===== src/rtl/pipeline_ctrl.sv =====
// Pipeline hazard/stall/flush controller: resolves exception, D-cache miss,
// multicycle divide, load-use and taken-branch events into per-stage write/flush controls.
module pipeline_ctrl (
  input  logic        clk,
  input  logic        rst,
  input  logic [4:0]  ID_Rs,
  input  logic [4:0]  ID_Rt,
  input  logic [4:0]  EXE_Dst,
  input  logic        EXE_IsLoad,
  input  logic        EXE_BranchTaken,
  input  logic        EXE_DivStart,
  input  logic        Div_Done,
  input  logic        DCache_Req,
  input  logic        DCache_Ready,
  input  logic        MEM_ExcValid,
  input  logic        Cnt_Clr,
  output logic        PC_Wr,
  output logic        ID_Wr,
  output logic        EXE_Wr,
  output logic        MEM_Wr,
  output logic        WB_Wr,
  output logic        ID_Flush,
  output logic        EXE_Flush,
  output logic        MEM_Flush,
  output logic        WB_Flush,
  output logic [1:0]  Ctrl_State,
  output logic [15:0] Stall_Cnt
);

  typedef enum logic [1:0] {
    RUN       = 2'd0,
    MEM_WAIT  = 2'd1,
    DIV_WAIT  = 2'd2,
    EXC_FLUSH = 2'd3
  } state_t;

  state_t state, state_nxt;

  logic load_use, dcache_miss, div_stall;

  // r0 is hardwired to zero, so a load targeting it can never create a hazard.
  assign load_use    = EXE_IsLoad && (EXE_Dst != 5'd0) &&
                       ((EXE_Dst == ID_Rs) || (EXE_Dst == ID_Rt));
  assign dcache_miss = DCache_Req && !DCache_Ready;
  assign div_stall   = EXE_DivStart && !Div_Done;

  assign Ctrl_State = state;

  always_comb begin
    // NOTE: every output gets a default before any branch, so no path can leave
    // a value unassigned and infer a latch.
    PC_Wr     = 1'b1;
    ID_Wr     = 1'b1;
    EXE_Wr    = 1'b1;
    MEM_Wr    = 1'b1;
    WB_Wr     = 1'b1;
    ID_Flush  = 1'b0;
    EXE_Flush = 1'b0;
    MEM_Flush = 1'b0;
    WB_Flush  = 1'b0;
    state_nxt = state;

    // Held in reset, the controls stay at their pass-through defaults.
    if (rst) begin
      case (state)
        RUN: begin
          if (MEM_ExcValid) begin
            ID_Flush  = 1'b1;
            EXE_Flush = 1'b1;
            MEM_Flush = 1'b1;
            WB_Flush  = 1'b1;
            state_nxt = EXC_FLUSH;
          end else if (dcache_miss) begin
            PC_Wr     = 1'b0;
            ID_Wr     = 1'b0;
            EXE_Wr    = 1'b0;
            MEM_Wr    = 1'b0;
            WB_Flush  = 1'b1;
            state_nxt = MEM_WAIT;
          end else if (div_stall) begin
            PC_Wr     = 1'b0;
            ID_Wr     = 1'b0;
            EXE_Wr    = 1'b0;
            MEM_Flush = 1'b1;
            state_nxt = DIV_WAIT;
          end else begin
            // Load-use bubble and branch kill are independent and may coincide.
            if (load_use) begin
              PC_Wr     = 1'b0;
              ID_Wr     = 1'b0;
              EXE_Flush = 1'b1;
            end
            if (EXE_BranchTaken) ID_Flush = 1'b1;
          end
        end

        MEM_WAIT: begin
          if (!DCache_Ready) begin
            PC_Wr    = 1'b0;
            ID_Wr    = 1'b0;
            EXE_Wr   = 1'b0;
            MEM_Wr   = 1'b0;
            WB_Flush = 1'b1;
          end else begin
            state_nxt = RUN;
          end
        end

        DIV_WAIT: begin
          if (!Div_Done) begin
            PC_Wr     = 1'b0;
            ID_Wr     = 1'b0;
            EXE_Wr    = 1'b0;
            MEM_Flush = 1'b1;
          end else begin
            state_nxt = RUN;
          end
        end

        EXC_FLUSH: begin
          ID_Flush  = 1'b1;
          state_nxt = RUN;
        end
      endcase
    end
  end

  always_ff @(posedge clk or negedge rst) begin
    // NOTE: state registers use non-blocking assignments so every flop samples
    // pre-edge values regardless of statement order.
    if (!rst) begin
      state     <= RUN;
      Stall_Cnt <= '0;
    end else begin
      state <= state_nxt;
      if (Cnt_Clr)
        Stall_Cnt <= '0;
      else if (!PC_Wr && (Stall_Cnt != 16'hFFFF))
        Stall_Cnt <= Stall_Cnt + 16'd1;
    end
  end

endmodule


===== config.mk =====
export PLATFORM = sky130hd
export DESIGN_NAME = pipeline_ctrl
export DESIGN_NICKNAME = d
export VERILOG_FILES = /design/src/rtl/pipeline_ctrl.sv
export SDC_FILE = /design/constraint.sdc
export NUM_CORES = 1
export LEC_CHECK = 0
export ABC_CLOCK_PERIOD_IN_PS = 2500
export BUFFER_PORTS_ARGS = -buffer_cell sky130_fd_sc_hd__clkbuf_2
export CAP_MARGIN = 10
export CORE_AREA = 2 2 55 67
export DETAILED_ROUTE_END_ITERATION = 6
export DIE_AREA = 0 0 57 69
export PLACE_DENSITY = 0.78
export SLEW_MARGIN = 15
export SYNTH_ARGS = -nofsm -noshare
export SYNTH_HDL_FRONTEND = slang
export SYNTH_SLANG_ARGS = --single-unit

===== constraint.sdc =====
create_clock -name clk -period 2.5 [get_ports clk]
set_clock_uncertainty 0.1 [all_clocks]
set_input_delay 0.125 -clock clk [delete_from_list [all_inputs] [get_ports clk]]
set_output_delay 0.125 -clock clk [all_outputs]
set_load 0.005 [all_outputs]

==> run_results.csv, run 1 <==
group,metric,value,unit
global_route,grt.total_usage,0.180,
timing,max_freq,406,MHz
power,p_comb_frac,0.459,
synthesis,ys_types,40,
drt,drtAntennaViolNets,0,
cells_and_area,postLayoutCellArea,0.00184,mm^2
place,gp_congestion,0.847,
worst_setup_path,worstSetupEndpointType,"flop",
global_route,grt_max_degree,24,
timing,fin_tns_setup,0,ns
cells_and_area,drive_above_1_share,0.371,
cells_and_area,layoutNonFillerInstCount,261,
global_route,antenna_found_initial,0,
power,swShare,0.360,
power,seq_power_share,0.337,
floorplanning,die_h,69,um
global_route,grt_pass1_vias,1391,
place,placed_cells,254,
timing,finalSetupViolCount,0,
outcome,status,"finished clean",
synthesis,synth-edff-count,0,
worst_setup_path,path_class,"flop to flop",
power,p_sw,0.000370,W
place,dp_slack,-0.0292,ns
global_route,grt_pass1_wl,5960,um
timing,final_max_slew_viol_count,0,
worst_setup_path,r2r_start,"Ctrl_State[0]$_DFFE_PN0P_",
synthesis,synth_cells,162,
worst_setup_path,worstPathArrival,2.51,ns
drt,wl,3590,um
synthesis,synth_flop_cell,"dfrtp_1",
flow_run,drv_cap,0,
power,max-vdd-ir-drop,0.345,mV
drt,drt_iter0_drc,57,
floorplanning,coreArea,0.00328,mm^2
worst_setup_path,path_buf_inv,1,
synthesis,synth.largest_area_cell,"dfrtp_1",
clock_tree,cts_buffers,3,
drt,drt_first_pass_iters,4,
synthesis,async_flop_share,1.00,
place,portBuffers,50,
synthesis,yosysMostFrequentCell,"dfrtp_1",
drt,vias_per_cell,5.59,
clock_tree,clk_pin_slew_worst_paths,0.07,ns
worst_setup_path,crit_chain,"inv_2 -> ha_2 -> a21oi_2 -> nand3b_1 -> or4_4 -> o32a_1 -> nor3_2 -> mux2_2",
worst_setup_path,start_kind,"flop",
drt,vias,1460,
floorplanning,die_x,57,um
power,p_leak,0.850,nW
timing,min_period,2.46,ns
synthesis,post_synth.cell_area_avg,8.58,um^2
floorplanning,dieArea,0.00393,mm^2
cells_and_area,n_antenna_cell,0,
power,power_density,558,mW/mm^2
cells_and_area,nFillCells,312,
worst_setup_path,worstPathMaxFanout,5,
timing,fin_ws,0.0372,ns
synthesis,seq_area_frac_synth,0.324,
worst_setup_path,critical-path-max-stage-delay,0.50,ns
clock_tree,tritoncts,"done",
cells_and_area,final_util,0.560,
floorplanning,start_util,0.424,
drt,drcViolationCount,0,
cells_and_area,synthToLayoutAreaGrowth,32.2,%
power,internal_power,0.000656,W
synthesis,ys_ff_latch,18,
floorplanning,pin_count,52,
timing,rsz0062_at_grt,"yes",
floorplanning,rows,23,
worst_hold_path,hold_path.class,"primary input to flop",
clock_tree,clkLatencyLatePin,0.26,ns
place,placed_area,0.00173,mm^2
clock_tree,cts_htree_levels,1,
drt,avgRoutedWirePerCell,13.7,um
synthesis,syn-num-nets,193,
synthesis,yosysTopAreaCellShare,0.324,
clock_tree,cts_sinks,18,
worst_hold_path,min_from,"Cnt_Clr",
power,clkPwrFrac,0.204,
synthesis,ys_warn_count,0,
timing,slew-limit-headroom,0.649,
timing,tightest_slew,0.521,ns
synthesis,synthTopCellsByArea,"dfrtp_1, xor2_1, ha_1",
synthesis,synth.cell_area,0.00139,mm^2
place,dp_hpwl,2570,um
cells_and_area,finalNetCount,257,
clock_tree,clockRootBuffer,"clkbuf_8",
worst_setup_path,startpoint,"Ctrl_State[0]$_DFFE_PN0P_",
global_route,grt-ovfl-total,0,
worst_setup_path,cp_top_family,"simple AND/OR/NAND/NOR gates",
timing,finalHoldViolCount,0,
worst_setup_path,cp.required,2.55,ns
timing,post-route-period-util,0.985,
clock_tree,clock_path_buffers,2,
worst_setup_path,crit_slowest_cell,"or4_4",
synthesis,synth_commonest_cells,"dfrtp_1, o21ai_0, a21oi_1, nor2_1, xor2_1",
routing by layer:
layer	share of wire	GRT usage
met1	0.44	0.233
met2	0.47	0.308
met3	0.071	0.0263
met4	0.0086	0.0517
met5	0	0
sequential cells by signal (all words and copies together) (netlist names):
signal	flops
Ctrl_State	2
Stall_Cnt	16
worst paths after layout:
path                                                  end  slack, ns  cells past startpoint
min in group asynchronous        Stall_Cnt[3]$_DFFE_PN0P_       0.32                      3
max in group asynchronous       Ctrl_State[0]$_DFFE_PN0P_       1.73                      3
worst min-delay path             Stall_Cnt[8]$_DFFE_PN0P_       0.22                      2
worst max-delay path            Stall_Cnt[11]$_DFFE_PN0P_       0.04                      8
worst min register to register   Stall_Cnt[8]$_DFFE_PN0P_       0.49                      2
worst max register to register  Stall_Cnt[11]$_DFFE_PN0P_       0.04                      8
cells by family after synthesis:
logic type                 share of synthesized area
xor gates and xnor gates                      0.0693
other                                        0.00270
AOI/OAI and AO/OA                              0.169
adders and majority gates                     0.0540
buffers and inverters                         0.0477
and+or+nand+nor                                0.294
muxes                                         0.0387
DFF                                            0.324
placed cells by master, fill, tap and decap left out, types with 6 or more instances in the layout:
cell type  count
a21oi_1        9
clkbuf_2      50
buf_4         14
xor2_1        10
nand4_1        6
nor2_1        10
nand2_1        9
nor2b_1        8
dfrtp_1       17
o21ai_0       11
or4_1          7
power by group through the flow:
stage	registers [W]	logic, W	clock network, W
2_1_floorplan	0.000346	0.000226	0
5_1_grt	0.000352	0.000528	0.000218
3_3_place_gp	0.000346	0.000415	0
6_report	0.000346	0.000471	0.000209
3_5_place_dp	0.000349	0.000417	0
4_1_cts	0.000339	0.000448	0.000211
area by class of cell:
| type | instances | area (um^2) | area share |
|---|---|---|---|
| Clock buffer | 3 | 41.3 | 0.0225 |
| Timing Repair Buffer | 65 | 365 | 0.199 |
| Inverter | 6 | 22.5 | 0.0123 |
| Sequential cell | 18 | 452 | 0.246 |
| Multi-Input combinational cell | 132 | 911 | 0.496 |
| Tap cell | 37 | 46.3 | 0.0252 |
stage by stage:
step,power (W),hold slack (ns)
floorplan,0.000572,-0.271
global placement,0.000761,0.0709
detailed placement,0.000766,0.0623
CTS,0.000997,0.230
global route,0.00110,0.276
finish,0.00103,0.221
what timing repair did:
item                                    in CTS  in global routing
setup buffers                                2                  0
resized for setup                            1                  8
cloned                                       1                  0
hold endpoints to repair                    18                  0
pin swaps                                    0                  6
endpoints found under the setup margin       1                 12
hold buffers                                 1                  0
No activity file was read; power rests on OpenSTA's default activity.
==> run 2, diff against run 1 <==
==> config.mk (replaced) <==
export PLATFORM = sky130hd
export DESIGN_NAME = pipeline_ctrl
export DESIGN_NICKNAME = d
export VERILOG_FILES = /design/src/rtl/pipeline_ctrl.sv
export SDC_FILE = /design/constraint.sdc
export NUM_CORES = 1
export LEC_CHECK = 0
export ABC_CLOCK_PERIOD_IN_PS = 2300
export CAP_MARGIN = 10
export CORE_AREA = 2 2 47 58
export DETAILED_ROUTE_END_ITERATION = 6
export DIE_AREA = 0 0 49 60
export DONT_BUFFER_PORTS = 1
export PLACE_DENSITY = 0.79
export SLEW_MARGIN = 15
export SYNTH_ARGS = -nofsm -noshare
export SYNTH_HDL_FRONTEND = slang
export SYNTH_SLANG_ARGS = --single-unit
==> constraint.sdc (replaced) <==
create_clock -name clk -period 2.3 [get_ports clk]
set_clock_uncertainty 0.1 [all_clocks]
set_input_delay 0.115 -clock clk [delete_from_list [all_inputs] [get_ports clk]]
set_output_delay 0.115 -clock clk [all_outputs]
set_load 0.005 [all_outputs]
==> run 2 against run 1 <==
The run now ends with hold timing, setup timing left. Global-route usage rose by 8.2 points. Combinational power rose by 33%. Wire length rose by 24%. Register-to-register slack got worse by 0.17 ns. Critical path type unchanged. Critical endpoint is now Stall_Cnt[13]$_DFFE_PN0P_.
==> run_results.csv, run 2 (synthesis results as in run 1) <==
group,metric,value,unit
clock_tree,cts_htree_levels,1,
power,max-vdd-ir-drop,0.557,mV
floorplanning,rows,20,
worst_setup_path,path_buf_inv,1,
floorplanning,start_util,0.573,
clock_tree,clock_path_buffers,2,
power,clkPwrFrac,0.173,
power,swShare,0.359,
cells_and_area,drive_above_1_share,0.351,
power,p_comb_frac,0.520,
power,seq_power_share,0.307,
cells_and_area,postLayoutCellArea,0.00193,mm^2
worst_setup_path,cp_top_family,"simple AND/OR/NAND/NOR gates",
worst_setup_path,crit_chain,"inv_2 -> ha_2 -> a21oi_2 -> nand3b_1 -> or4_4 -> o32a_4 -> or3_1 -> a21oi_2",
timing,rsz0062_at_grt,"yes",
timing,max_freq,410,MHz
global_route,grt_pass1_vias,1418,
global_route,grt-ovfl-total,0,
worst_setup_path,crit_slowest_cell,"or4_4",
floorplanning,dieArea,0.00294,mm^2
clock_tree,tritoncts,"done",
worst_setup_path,worstSetupEndpointType,"flop",
floorplanning,die_h,60,um
worst_hold_path,whs_path_depth,1,
worst_hold_path,hold_path.class,"primary input to flop",
drt,avgRoutedWirePerCell,18.9,um
floorplanning,coreArea,0.00243,mm^2
timing,finalHoldViolCount,13,
worst_setup_path,path_class,"flop to flop",
power,power_density,625,mW/mm^2
place,dp_hpwl,2730,um
outcome,status,"complete, but fails checks",
power,p_sw,0.000432,W
drt,drcViolationCount,0,
cells_and_area,layout_commonest_cell,"buf_4",
worst_setup_path,rr_worst_depth,8,
drt,vias_per_cell,6.30,
clock_tree,clockRootBuffer,"clkbuf_4",
worst_setup_path,path_common_cell,"a21oi_2",
global_route,grt.total_usage,0.263,
drt,wl,4450,um
cells_and_area,final_cell_mix,"buf_4, dfrtp_1, o21ai_0",
timing,hold_ws,-0.259,ns
timing,finalSetupViolCount,14,
clock_tree,ctsHoldBuffers,7,
timing,fin_ws,-0.136,ns
timing,final_max_slew_viol_count,0,
worst_setup_path,worstPathArrival,2.59,ns
global_route,grt_max_degree,23,
drt,vias,1480,
cells_and_area,finalNetCount,234,
global_route,grt_pass1_wl,6070,um
floorplanning,die_x,49,um
drt,drtAntennaViolNets,0,
cells_and_area,regMostFlops,"Stall_Cnt",
cells_and_area,synthToLayoutAreaGrowth,38.6,%
worst_setup_path,start_kind,"flop",
flow_run,drv_cap,0,
clock_tree,clkLatencyLatePin,0.31,ns
worst_setup_path,path_depth,8,
cells_and_area,n_antenna_cell,0,
cells_and_area,largest_reg_flops,16,
clock_tree,clk_pin_slew_worst_paths,0.12,ns
worst_setup_path,cp.required,2.45,ns
place,placed_area,0.00161,mm^2
cells_and_area,final_util,0.794,
worst_setup_path,critical-path-max-stage-delay,0.52,ns
global_route,antenna_found_initial,0,
worst_setup_path,worstPathMaxFanout,6,
clock_tree,cts_buffers,3,
timing,min_period,2.44,ns
clock_tree,cts_sinks,18,
floorplanning,pin_count,52,
timing,post-route-period-util,1.06,
power,internal_power,0.000772,W
power,p_leak,0.821,nW
place,portBuffers,0,
drt,drt_iter0_drc,29,
place,gp_congestion,0.786,
outcome,violations,"hold timing, setup timing",
drt,drt_first_pass_iters,4,
timing,tightest_slew,0.924,ns
timing,slew-limit-headroom,0.382,
==> run 2: changes by cell type in the layout (fill, tap and decap cells not counted), sizes merged <==
cell	delta
buf	+21
clkbuf	-49
dlygate4sd3	+6
==> run 2: power by group through the flow <==
stage          registers, W  clock network, W  logic (W)
6_report           0.000370          0.000209   0.000626
5_1_grt            0.000373          0.000220   0.000681
4_1_cts            0.000370          0.000205   0.000513
3_5_place_dp       0.000376                 0   0.000472
3_3_place_gp       0.000375                 0   0.000451
2_1_floorplan      0.000384                 0   0.000264
==> run 2: timing repair <==
item,in CTS,in global routing
setup buffers,2,8
hold endpoints to repair,36,13
pin swaps,0,12
endpoints found under the setup margin,12,17
gates resized for setup,4,20
gates cloned,0,1
==> run 2: metrics by stage <==
step           hold slack, ns  power [W]  instances  setup TNS [ns]  worst slack, ns
2_1_floorplan          -0.281   0.000648        162         -0.0828          -0.0412
3_3_place_gp           -0.280   0.000826        213          -0.191          -0.0439
3_5_place_dp           -0.280   0.000849        213          -0.575           -0.117
4_1_cts                -0.248    0.00109        226          -0.351          -0.0905
5_1_grt                -0.262    0.00127        235           -2.38           -0.210
6_report               -0.259    0.00120        235          -0.928           -0.136
==> run 2: per-layer routing <==
layer	track usage	share of wire	vias to the layer above	wire [um]
met1	0.269	0.36	717	1620
met5	0	0	-	0
li1	-	-	672	-
met2	0.530	0.55	70	2440
met4	0.102	0.031	0	140
met3	0.0450	0.055	21	243
==> run 2: final timing paths <==
kind / from / to / slack, ns
worst max register to register: Ctrl_State[0]$_DFFE_PN0P_ / Stall_Cnt[13]$_DFFE_PN0P_ / -0.14
worst max-delay path: Ctrl_State[0]$_DFFE_PN0P_ / Stall_Cnt[13]$_DFFE_PN0P_ / -0.14
max in group asynchronous: rst / Ctrl_State[0]$_DFFE_PN0P_ / 1.22
worst min-delay path: Cnt_Clr / Stall_Cnt[13]$_DFFE_PN0P_ / -0.26
min in group asynchronous: rst / Ctrl_State[0]$_DFFE_PN0P_ / 0.27
worst min register to register: Stall_Cnt[8]$_DFFE_PN0P_ / Stall_Cnt[8]$_DFFE_PN0P_ / 0.54
==> run 2: final cells by class <==
type | instances | area [um^2]
clock buffers | 4 | 36.3
fillers | 162 | 500
inverters | 6 | 22.5
multi-input cells | 132 | 1030
flip-flops and latches | 18 | 452
well taps | 33 | 41.3
repair buffers | 42 | 344
==> run 2: worst register-to-register path: cells and delay by family (launching register included) <==
kind	cells	cell delay, ns
flops	1	0.44
simple gates	3	1.04
fa+ha+maj	1	0.19
compound gates	3	0.57
buf+inv	1	0.05
